===== src/rtl/mem_port_arbiter_pkg.sv =====
// Purpose: shared types and constants for the unified-memory port arbiter.
// Latency: n/a (declarations only).
// Backpressure: n/a.
package mem_arb_pkg;

   // Arbiter FSM states
   typedef enum logic [1:0] {
      S_IDLE   = 2'd0,
      S_ACCESS = 2'd1,
      S_WAIT   = 2'd2,
      S_RESP   = 2'd3
   } arb_state_t;

   // Requester identities, also used as the owner output encoding
   localparam logic OWNER_CPU = 1'b0;
   localparam logic OWNER_DBG = 1'b1;

   // Tie-break policy when both requesters are active
   localparam logic PRIO_RR    = 1'b0;
   localparam logic PRIO_FIXED = 1'b1;

   // Latency counter width; MEM_LAT is limited to 1..7
   localparam int LAT_W = 3;

endpackage


===== src/rtl/mem_port_arbiter_if.sv =====
// Purpose: bundles both requester ports and the memory-macro port of the arbiter.
// Latency: n/a (wires only).
// Backpressure: req is held stable by the requester until gnt; no stall on the memory side.
// Modports: master = arbiter side (drives gnt/rvalid/rdata and mem_*),
//           slave  = environment side (requesters plus memory macro).
interface mem_port_arbiter_if #(
   parameter int ADDR_W = 32,
   parameter int DATA_W = 32
) ();

   // cpu requester
   logic              cpu_req;
   logic              cpu_we;
   logic [ADDR_W-1:0] cpu_addr;
   logic [DATA_W-1:0] cpu_wdata;
   logic              cpu_gnt;
   logic              cpu_rvalid;
   logic [DATA_W-1:0] cpu_rdata;

   // debug / program-loader requester
   logic              dbg_req;
   logic              dbg_we;
   logic [ADDR_W-1:0] dbg_addr;
   logic [DATA_W-1:0] dbg_wdata;
   logic              dbg_gnt;
   logic              dbg_rvalid;
   logic [DATA_W-1:0] dbg_rdata;

   // memory macro
   logic              mem_en;
   logic              mem_we;
   logic [ADDR_W-1:0] mem_addr;
   logic [DATA_W-1:0] mem_wdata;
   logic [DATA_W-1:0] mem_rdata;

   modport master (
      input  cpu_req, cpu_we, cpu_addr, cpu_wdata,
      output cpu_gnt, cpu_rvalid, cpu_rdata,
      input  dbg_req, dbg_we, dbg_addr, dbg_wdata,
      output dbg_gnt, dbg_rvalid, dbg_rdata,
      output mem_en, mem_we, mem_addr, mem_wdata,
      input  mem_rdata
   );

   modport slave (
      output cpu_req, cpu_we, cpu_addr, cpu_wdata,
      input  cpu_gnt, cpu_rvalid, cpu_rdata,
      output dbg_req, dbg_we, dbg_addr, dbg_wdata,
      input  dbg_gnt, dbg_rvalid, dbg_rdata,
      input  mem_en, mem_we, mem_addr, mem_wdata,
      output mem_rdata
   );

endinterface


===== src/rtl/mem_port_arbiter_rr_arb2.sv =====
// Purpose: combinational two-way picker (bit 0 = cpu, bit 1 = dbg).
// Latency: 0 cycles, purely combinational.
// Backpressure: none; the caller decides when the pick is used.
// Ports: req[1:0] requests, last = previous winner, mode = PRIO_RR/PRIO_FIXED,
//        grant_idx = winner (OWNER_CPU/OWNER_DBG), any = at least one request.
module rr_arb2
   import mem_arb_pkg::*;
(
   input  logic [1:0] req,
   input  logic       last,
   input  logic       mode,
   output logic       grant_idx,
   output logic       any
);

   always_comb begin
      any       = |req;
      grant_idx = OWNER_CPU;
      if (req == 2'b11) begin
         // Contention: fixed mode favours cpu, round-robin favours whoever did not win last
         grant_idx = (mode == PRIO_FIXED) ? OWNER_CPU : ~last;
      end else if (req[1]) begin
         grant_idx = OWNER_DBG;
      end
   end

endmodule


===== src/rtl/mem_port_arbiter.sv =====
// Purpose: shares one single-port memory between the cpu and the debug/loader port.
// Latency: gnt + mem_en 1 cycle after the arbitration edge; rvalid A+1 (write), A+MEM_LAT+1 (read).
// Backpressure: one access in flight; a requester holds req until its gnt pulse.
// Ports: clk, reset (sync, active-low), bus (master modport: cpu_*, dbg_*, mem_*),
//        busy (state != IDLE), owner (0 = cpu, 1 = dbg).
module mem_port_arbiter
   import mem_arb_pkg::*;
#(
   parameter int ADDR_W    = 32,
   parameter int DATA_W    = 32,
   parameter int MEM_LAT   = 1,
   parameter int PRIO_MODE = 0
) (
   input  logic               clk,
   input  logic               reset,
   mem_port_arbiter_if.master bus,
   output logic               busy,
   output logic               owner
);

   if (MEM_LAT < 1 || MEM_LAT > 7) begin : g_bad_lat
      $error("mem_port_arbiter: MEM_LAT must be in 1..7");
   end

   localparam logic             MODE     = (PRIO_MODE == 1) ? PRIO_FIXED : PRIO_RR;
   localparam logic [LAT_W-1:0] LAT_INIT = LAT_W'(MEM_LAT - 1);

   arb_state_t        state;
   logic              last_owner;
   logic [LAT_W-1:0]  lat_cnt;
   logic [DATA_W-1:0] rdata_q;

   logic              win;
   logic              win_any;
   logic              sel_we;
   logic [ADDR_W-1:0] sel_addr;
   logic [DATA_W-1:0] sel_wdata;

   rr_arb2 u_pick (
      .req       ({bus.dbg_req, bus.cpu_req}),
      .last      (last_owner),
      .mode      (MODE),
      .grant_idx (win),
      .any       (win_any)
   );

   // Winner's request fields, captured at the arbitration edge
   always_comb begin
      sel_we    = bus.cpu_we;
      sel_addr  = bus.cpu_addr;
      sel_wdata = bus.cpu_wdata;
      if (win == OWNER_DBG) begin
         sel_we    = bus.dbg_we;
         sel_addr  = bus.dbg_addr;
         sel_wdata = bus.dbg_wdata;
      end
   end

   always_ff @(posedge clk) begin
      if (!reset) begin
         state          <= S_IDLE;
         owner          <= OWNER_CPU;
         last_owner     <= OWNER_DBG;
         lat_cnt        <= '0;
         rdata_q        <= '0;
         bus.mem_en     <= 1'b0;
         bus.mem_we     <= 1'b0;
         bus.mem_addr   <= '0;
         bus.mem_wdata  <= '0;
         bus.cpu_gnt    <= 1'b0;
         bus.dbg_gnt    <= 1'b0;
         bus.cpu_rvalid <= 1'b0;
         bus.dbg_rvalid <= 1'b0;
      end else begin
         // Strobes are single-cycle pulses by default
         bus.mem_en     <= 1'b0;
         bus.mem_we     <= 1'b0;
         bus.cpu_gnt    <= 1'b0;
         bus.dbg_gnt    <= 1'b0;
         bus.cpu_rvalid <= 1'b0;
         bus.dbg_rvalid <= 1'b0;

         unique case (state)
            S_IDLE, S_RESP: begin
               if (win_any) begin
                  owner         <= win;
                  last_owner    <= win;
                  bus.mem_en    <= 1'b1;
                  bus.mem_we    <= sel_we;
                  bus.mem_addr  <= sel_addr;
                  bus.mem_wdata <= sel_wdata;
                  bus.cpu_gnt   <= (win == OWNER_CPU);
                  bus.dbg_gnt   <= (win == OWNER_DBG);
                  state         <= S_ACCESS;
               end else begin
                  state <= S_IDLE;
               end
            end

            S_ACCESS: begin
               // mem_we still holds the captured direction during ACCESS
               if (bus.mem_we) begin
                  bus.cpu_rvalid <= (owner == OWNER_CPU);
                  bus.dbg_rvalid <= (owner == OWNER_DBG);
                  state          <= S_RESP;
               end else begin
                  // MEM_LAT==1 spends a single WAIT cycle at count 0, the cycle
                  // in which the macro presents its data.
                  lat_cnt <= LAT_INIT;
                  state   <= S_WAIT;
               end
            end

            S_WAIT: begin
               if (lat_cnt == '0) begin
                  rdata_q        <= bus.mem_rdata;
                  bus.cpu_rvalid <= (owner == OWNER_CPU);
                  bus.dbg_rvalid <= (owner == OWNER_DBG);
                  state          <= S_RESP;
               end else begin
                  lat_cnt <= lat_cnt - LAT_W'(1);
               end
            end

            default: state <= S_IDLE;
         endcase
      end
   end

   // Shared read-data register; only meaningful alongside the owner's rvalid
   assign bus.cpu_rdata = rdata_q;
   assign bus.dbg_rdata = rdata_q;
   assign busy          = (state != S_IDLE);

endmodule

===== src/flat_wrapper.sv =====
// flat-port wrapper written by rule: the top's interface ports become plain ports
module mem_port_arbiter_flat import mem_arb_pkg::*;
#(
   parameter int ADDR_W    = 32,
   parameter int DATA_W    = 32,
   parameter int MEM_LAT   = 1,
   parameter int PRIO_MODE = 0
)
  (clk, reset, busy, owner, bus_cpu_req, bus_cpu_we, bus_cpu_addr, bus_cpu_wdata, bus_cpu_gnt, bus_cpu_rvalid, bus_cpu_rdata, bus_dbg_req, bus_dbg_we, bus_dbg_addr, bus_dbg_wdata, bus_dbg_gnt, bus_dbg_rvalid, bus_dbg_rdata, bus_mem_en, bus_mem_we, bus_mem_addr, bus_mem_wdata, bus_mem_rdata);
  mem_port_arbiter_if #(.ADDR_W(ADDR_W), .DATA_W(DATA_W)) bus_i ();
  input  logic clk;
  input  logic reset;
  output logic busy;
  output logic owner;
  input wire logic [$bits(bus_i.cpu_req)-1:0] bus_cpu_req;
  input wire logic [$bits(bus_i.cpu_we)-1:0] bus_cpu_we;
  input wire logic [$bits(bus_i.cpu_addr)-1:0] bus_cpu_addr;
  input wire logic [$bits(bus_i.cpu_wdata)-1:0] bus_cpu_wdata;
  output wire logic [$bits(bus_i.cpu_gnt)-1:0] bus_cpu_gnt;
  output wire logic [$bits(bus_i.cpu_rvalid)-1:0] bus_cpu_rvalid;
  output wire logic [$bits(bus_i.cpu_rdata)-1:0] bus_cpu_rdata;
  input wire logic [$bits(bus_i.dbg_req)-1:0] bus_dbg_req;
  input wire logic [$bits(bus_i.dbg_we)-1:0] bus_dbg_we;
  input wire logic [$bits(bus_i.dbg_addr)-1:0] bus_dbg_addr;
  input wire logic [$bits(bus_i.dbg_wdata)-1:0] bus_dbg_wdata;
  output wire logic [$bits(bus_i.dbg_gnt)-1:0] bus_dbg_gnt;
  output wire logic [$bits(bus_i.dbg_rvalid)-1:0] bus_dbg_rvalid;
  output wire logic [$bits(bus_i.dbg_rdata)-1:0] bus_dbg_rdata;
  output wire logic [$bits(bus_i.mem_en)-1:0] bus_mem_en;
  output wire logic [$bits(bus_i.mem_we)-1:0] bus_mem_we;
  output wire logic [$bits(bus_i.mem_addr)-1:0] bus_mem_addr;
  output wire logic [$bits(bus_i.mem_wdata)-1:0] bus_mem_wdata;
  input wire logic [$bits(bus_i.mem_rdata)-1:0] bus_mem_rdata;
  assign bus_i.cpu_req = bus_cpu_req;
  assign bus_i.cpu_we = bus_cpu_we;
  assign bus_i.cpu_addr = bus_cpu_addr;
  assign bus_i.cpu_wdata = bus_cpu_wdata;
  assign bus_cpu_gnt = bus_i.cpu_gnt;
  assign bus_cpu_rvalid = bus_i.cpu_rvalid;
  assign bus_cpu_rdata = bus_i.cpu_rdata;
  assign bus_i.dbg_req = bus_dbg_req;
  assign bus_i.dbg_we = bus_dbg_we;
  assign bus_i.dbg_addr = bus_dbg_addr;
  assign bus_i.dbg_wdata = bus_dbg_wdata;
  assign bus_dbg_gnt = bus_i.dbg_gnt;
  assign bus_dbg_rvalid = bus_i.dbg_rvalid;
  assign bus_dbg_rdata = bus_i.dbg_rdata;
  assign bus_mem_en = bus_i.mem_en;
  assign bus_mem_we = bus_i.mem_we;
  assign bus_mem_addr = bus_i.mem_addr;
  assign bus_mem_wdata = bus_i.mem_wdata;
  assign bus_i.mem_rdata = bus_mem_rdata;
  mem_port_arbiter #(.ADDR_W(ADDR_W), .DATA_W(DATA_W), .MEM_LAT(MEM_LAT), .PRIO_MODE(PRIO_MODE)) u_core (.clk(clk), .reset(reset), .bus(bus_i), .busy(busy), .owner(owner));
endmodule

===== config.mk =====
export PLATFORM = sky130hd
export DESIGN_NAME = mem_port_arbiter_flat
export DESIGN_NICKNAME = d
export VERILOG_FILES = /design/src/rtl/mem_port_arbiter_pkg.sv /design/src/rtl/mem_port_arbiter_if.sv /design/src/rtl/mem_port_arbiter_rr_arb2.sv /design/src/rtl/mem_port_arbiter.sv /design/src/flat_wrapper.sv
export SDC_FILE = /design/constraint.sdc
export NUM_CORES = 1
export LEC_CHECK = 0
export CORE_UTILIZATION = 25
export CTS_CLUSTER_SIZE = 20
export DETAILED_ROUTE_END_ITERATION = 8
export HOLD_SLACK_MARGIN = 0.06
export MAX_ROUTING_LAYER = met4
export PLACE_DENSITY = 0.64
export SETUP_SLACK_MARGIN = 0.05
export SYNTH_ARGS = -nofsm -noshare
export SYNTH_HDL_FRONTEND = slang
export SYNTH_HIERARCHICAL = 1
export SYNTH_SLANG_ARGS = --single-unit

===== constraint.sdc =====
create_clock -name clk -period 2.19 [get_ports clk]
set_input_delay 0.219 -clock clk [delete_from_list [all_inputs] [get_ports clk]]
set_output_delay 0.219 -clock clk [all_outputs]
set_load 0.01 [all_outputs]

==> run_results.csv <==
group,metric,value,unit
outcome,outcome,"finished, final reports clean",
clock_tree,clk_latency,0.35,ns
cells_and_area,drive_above_1_share,5.747,%
yosys,synth.largest_area_cell,"dfxtp_1",
drt,vias_per_cell,4.314,
clock_tree,cts.sinks,109,
power,powerDensity,1137,nW/µm²
setup_path,cpMaxStageDelayCell,"clkdlybuf4s50_1",
global_route,grtUsageTotal,14.62,%
setup_path,worstPathArrival,1.55,ns
placed_design,dp_hpwl,10850,µm
yosys,syn_area_per_cell,9.236,µm²
drt,antenna_left,0,
clock_tree,ctsHoldBuffers,0,
yosys,post-synth-top-count-cell,"dfxtp_1",
setup_path,required,1.97,ns
sta,setup_violations,0,
clock_tree,cts-resized-gates,0,
sta,fin_crit_sh,80.95,%
setup_path,crit_start,"u_core/state[1]",
yosys,synth_seq_cells,109,
cells_and_area,syn2layout_area_growth,68.12,%
clock_tree,cts-htree-levels,3,
yosys,synth_edf_count,0,
global_route,grt_pass1_vias,4249,
yosys,ys.warnings.count,6,
sta,min_period,1.773,ns
global_route,grt_overflow_total,0,
die,fp-row-count,50,
sta,rsz0062_at_grt,"no",
power,p_leak,3.009,nW
yosys,ys_types,33,
setup_path,path_class,"flip-flop to primary output",
job,drv_cap,0,
drt,drc_errors,0,
die,pin_count,302,
yosys,synthCells,529,
setup_path,cp_max_fo,4,
setup_path,worstPathCellList,"inv_1 -> ha_1 -> inv_1 -> clkdlybuf4s50_1",
setup_path,cp-start-kind,"flip-flop",
hold_path,hold_depth,3,
clock_tree,path_clk_slew,0.07,ns
clock_tree,postCtsSetupBuffers,0,
global_route,grt_antenna_before_repair,0,
yosys,synthArstFlopShare,0,%
setup_path,end_kind,"primary output",
hold_path,hold_start,"bus_mem_rdata[20]",
yosys,ys.flop_type,"dfxtp_1",
yosys,synthesis.area,4886,µm²
clock_tree,cts_root_buffer,"clkbuf_16",
sta,max_freq,564.1,MHz
die,start_util,25.78,%
cells_and_area,diodes,0,
yosys,ys_top_cells_by_count,"dfxtp_1 (109), nand2_1 (73), mux2i_1 (67), nor2_1 (66), a211oi_1 (53)",
yosys,ys_seq_area_share,44.66,%
sta,hold_viol,0,
setup_path,r2r-start,"u_core/state[1]",
power,power.total,9.342,mW
clock_tree,clock_path_buffers,2,
setup_path,crit_path_frequent_cell,"inv_1",
power,ir_drop,0.5718,mV
drt,vias,4499,
placed_design,portBuffers,301,
die,fp.dieW,141.8,µm
setup_path,reg2reg_depth,6,
global_route,grt_max_degree,81,
cells_and_area,finalNonFillerCells,1043,
die,die_h,141.8,µm
yosys,syn_nets,701,
drt,routedWlPerCell,13.58,µm
clock_tree,cts_tree,"yes",
placed_design,dp.cells,1029,
setup_path,cpPeakStageDelay,0.53,ns
yosys,yosysTopAreaCellShare,44.66,%
die,coreArea,18960,µm²
yosys,synth_top_cells_by_area,"dfxtp_1 (45%), mux2i_1 (14%), a211oi_1 (8.1%)",
sta,timing.setup.tns,0,ns
drt,wl,14170,µm
drt,drt-initial-drc-count,126,
global_route,grt_pass1_wl,22160,µm
placed_design,routabilityCongestion,0.7403,
drt,dr.pass1.iters,4,
clock_tree,numCtsBuffers,9,
sta,skew,0.01090,ns
sta,slew_viol_final,0,
hold_path,hp-class,"primary input to flip-flop",
cells_and_area,final_nets,952,
die,dieArea,20110,µm²
-- critical path: cells and delay by family, from the launching register on --
family | cells | cell delay (ns)
fa+ha+maj | 1 | 0.18
flops | 1 | 0.38
buf+inv | 3 | 0.66
-- state kept, by name (all words and copies together), names as in the netlist --
signal / flops
u_core/bus.cpu_gnt: 1
u_core/bus.cpu_rdata: 32
u_core/bus.cpu_rvalid: 1
u_core/bus.dbg_gnt: 1
u_core/bus.dbg_rvalid: 1
u_core/bus.mem_addr: 32
u_core/bus.mem_en: 1
u_core/bus.mem_wdata: 32
u_core/bus.mem_we: 1
u_core/last_owner: 1
u_core/lat_cnt: 3
u_core/owner: 1
u_core/state: 2
-- where the power goes --
group,switching [mW],internal [mW],leakage [nW]
clock,0.721,0.991,0.141
sequential,0.386,2.66,0.899
combinational,2.19,2.39,1.97
total,3.30,6.05,3.01
-- layer usage --
layer	vias to the layer above	routed length (µm)	track usage, %	share of wire [%]
met2	209	6774	24.73	48
li1	2292	-	-	-
met4	0	143	3.792	1.0
met5	-	0	-	0
met3	11	1110	4.354	7.8
met1	1987	6138	16.82	43
-- final cells by class --
cell class	instances	area, µm²
tap	260	325.3
clock inverter	4	75.07
fill	1872	10740
timing repair buffer	315	3193
clock buffer	10	229.0
sequential	109	2182
inverter	9	35.03
multi-input combinational	336	2175
-- kinds of logic (layout without fill, tap and decap cells) --
kind of cell             Yosys count  after routing  synth area share [%]
AO/OA/AOI/OAI                    109            109                 16.39
multiplexers                      67             67                 13.73
flip-flops                       109            109                 44.66
other                              1              1               0.07675
buffers and inverters             84            338                 11.04
adder cells (fa/ha/maj)            6              6                 1.536
AND/OR/NAND/NOR                  153            153                 12.57
-- path summary, 6_finish.rpt --
| kind | slack (ns) | end |
|---|---|---|
| setup reg to reg | 0.44 | u_core/bus.mem_addr[1] |
| hold reg to reg | 0.46 | u_core/lat_cnt[1] |
| hold / removal | 0.42 | u_core/bus.cpu_rdata[20] |
| setup / recovery | 0.42 | busy |
-- placed cells by master (no fill, tap or decap), types with 2 or more instances in the layout --
| cell type | Yosys | layout |
|---|---|---|
| nor2_1 | 66 | 66 |
| dfxtp_1 | 109 | 109 |
| ha_1 | 6 | 6 |
| clkbuf_16 | 0 | 9 |
| nand2b_1 | 3 | 3 |
| buf_12 | 1 | 6 |
| clkinvlp_4 | 0 | 2 |
| mux2i_1 | 67 | 67 |
| a21oi_1 | 35 | 35 |
| buf_4 | 42 | 8 |
| nand2_1 | 73 | 73 |
| nand3_1 | 2 | 2 |
| a211oi_1 | 53 | 53 |
| clkdlybuf4s50_1 | 0 | 301 |
| nand3b_1 | 2 | 2 |
| a211oi_2 | 13 | 13 |
| inv_1 | 9 | 8 |
| bufinv_16 | 0 | 2 |
-- metrics by stage --
stage / hold slack (ns) / worst slack [ns] / utilization, % / cell area (µm²)
after floorplan: 0.3550 / 0.6590 / - / 4886
final: 0.4170 / 0.4172 / 43.33 / 8214
after global routing: 0.4062 / 0.2650 / 43.33 / 8214
after global placement: 0.4477 / 0.4550 / 41.73 / 7910
after CTS: 0.3980 / 0.3721 / 43.33 / 8214
after detailed placement: 0.4541 / 0.3811 / 41.73 / 7910
Power figures use the tool's default switching activity.
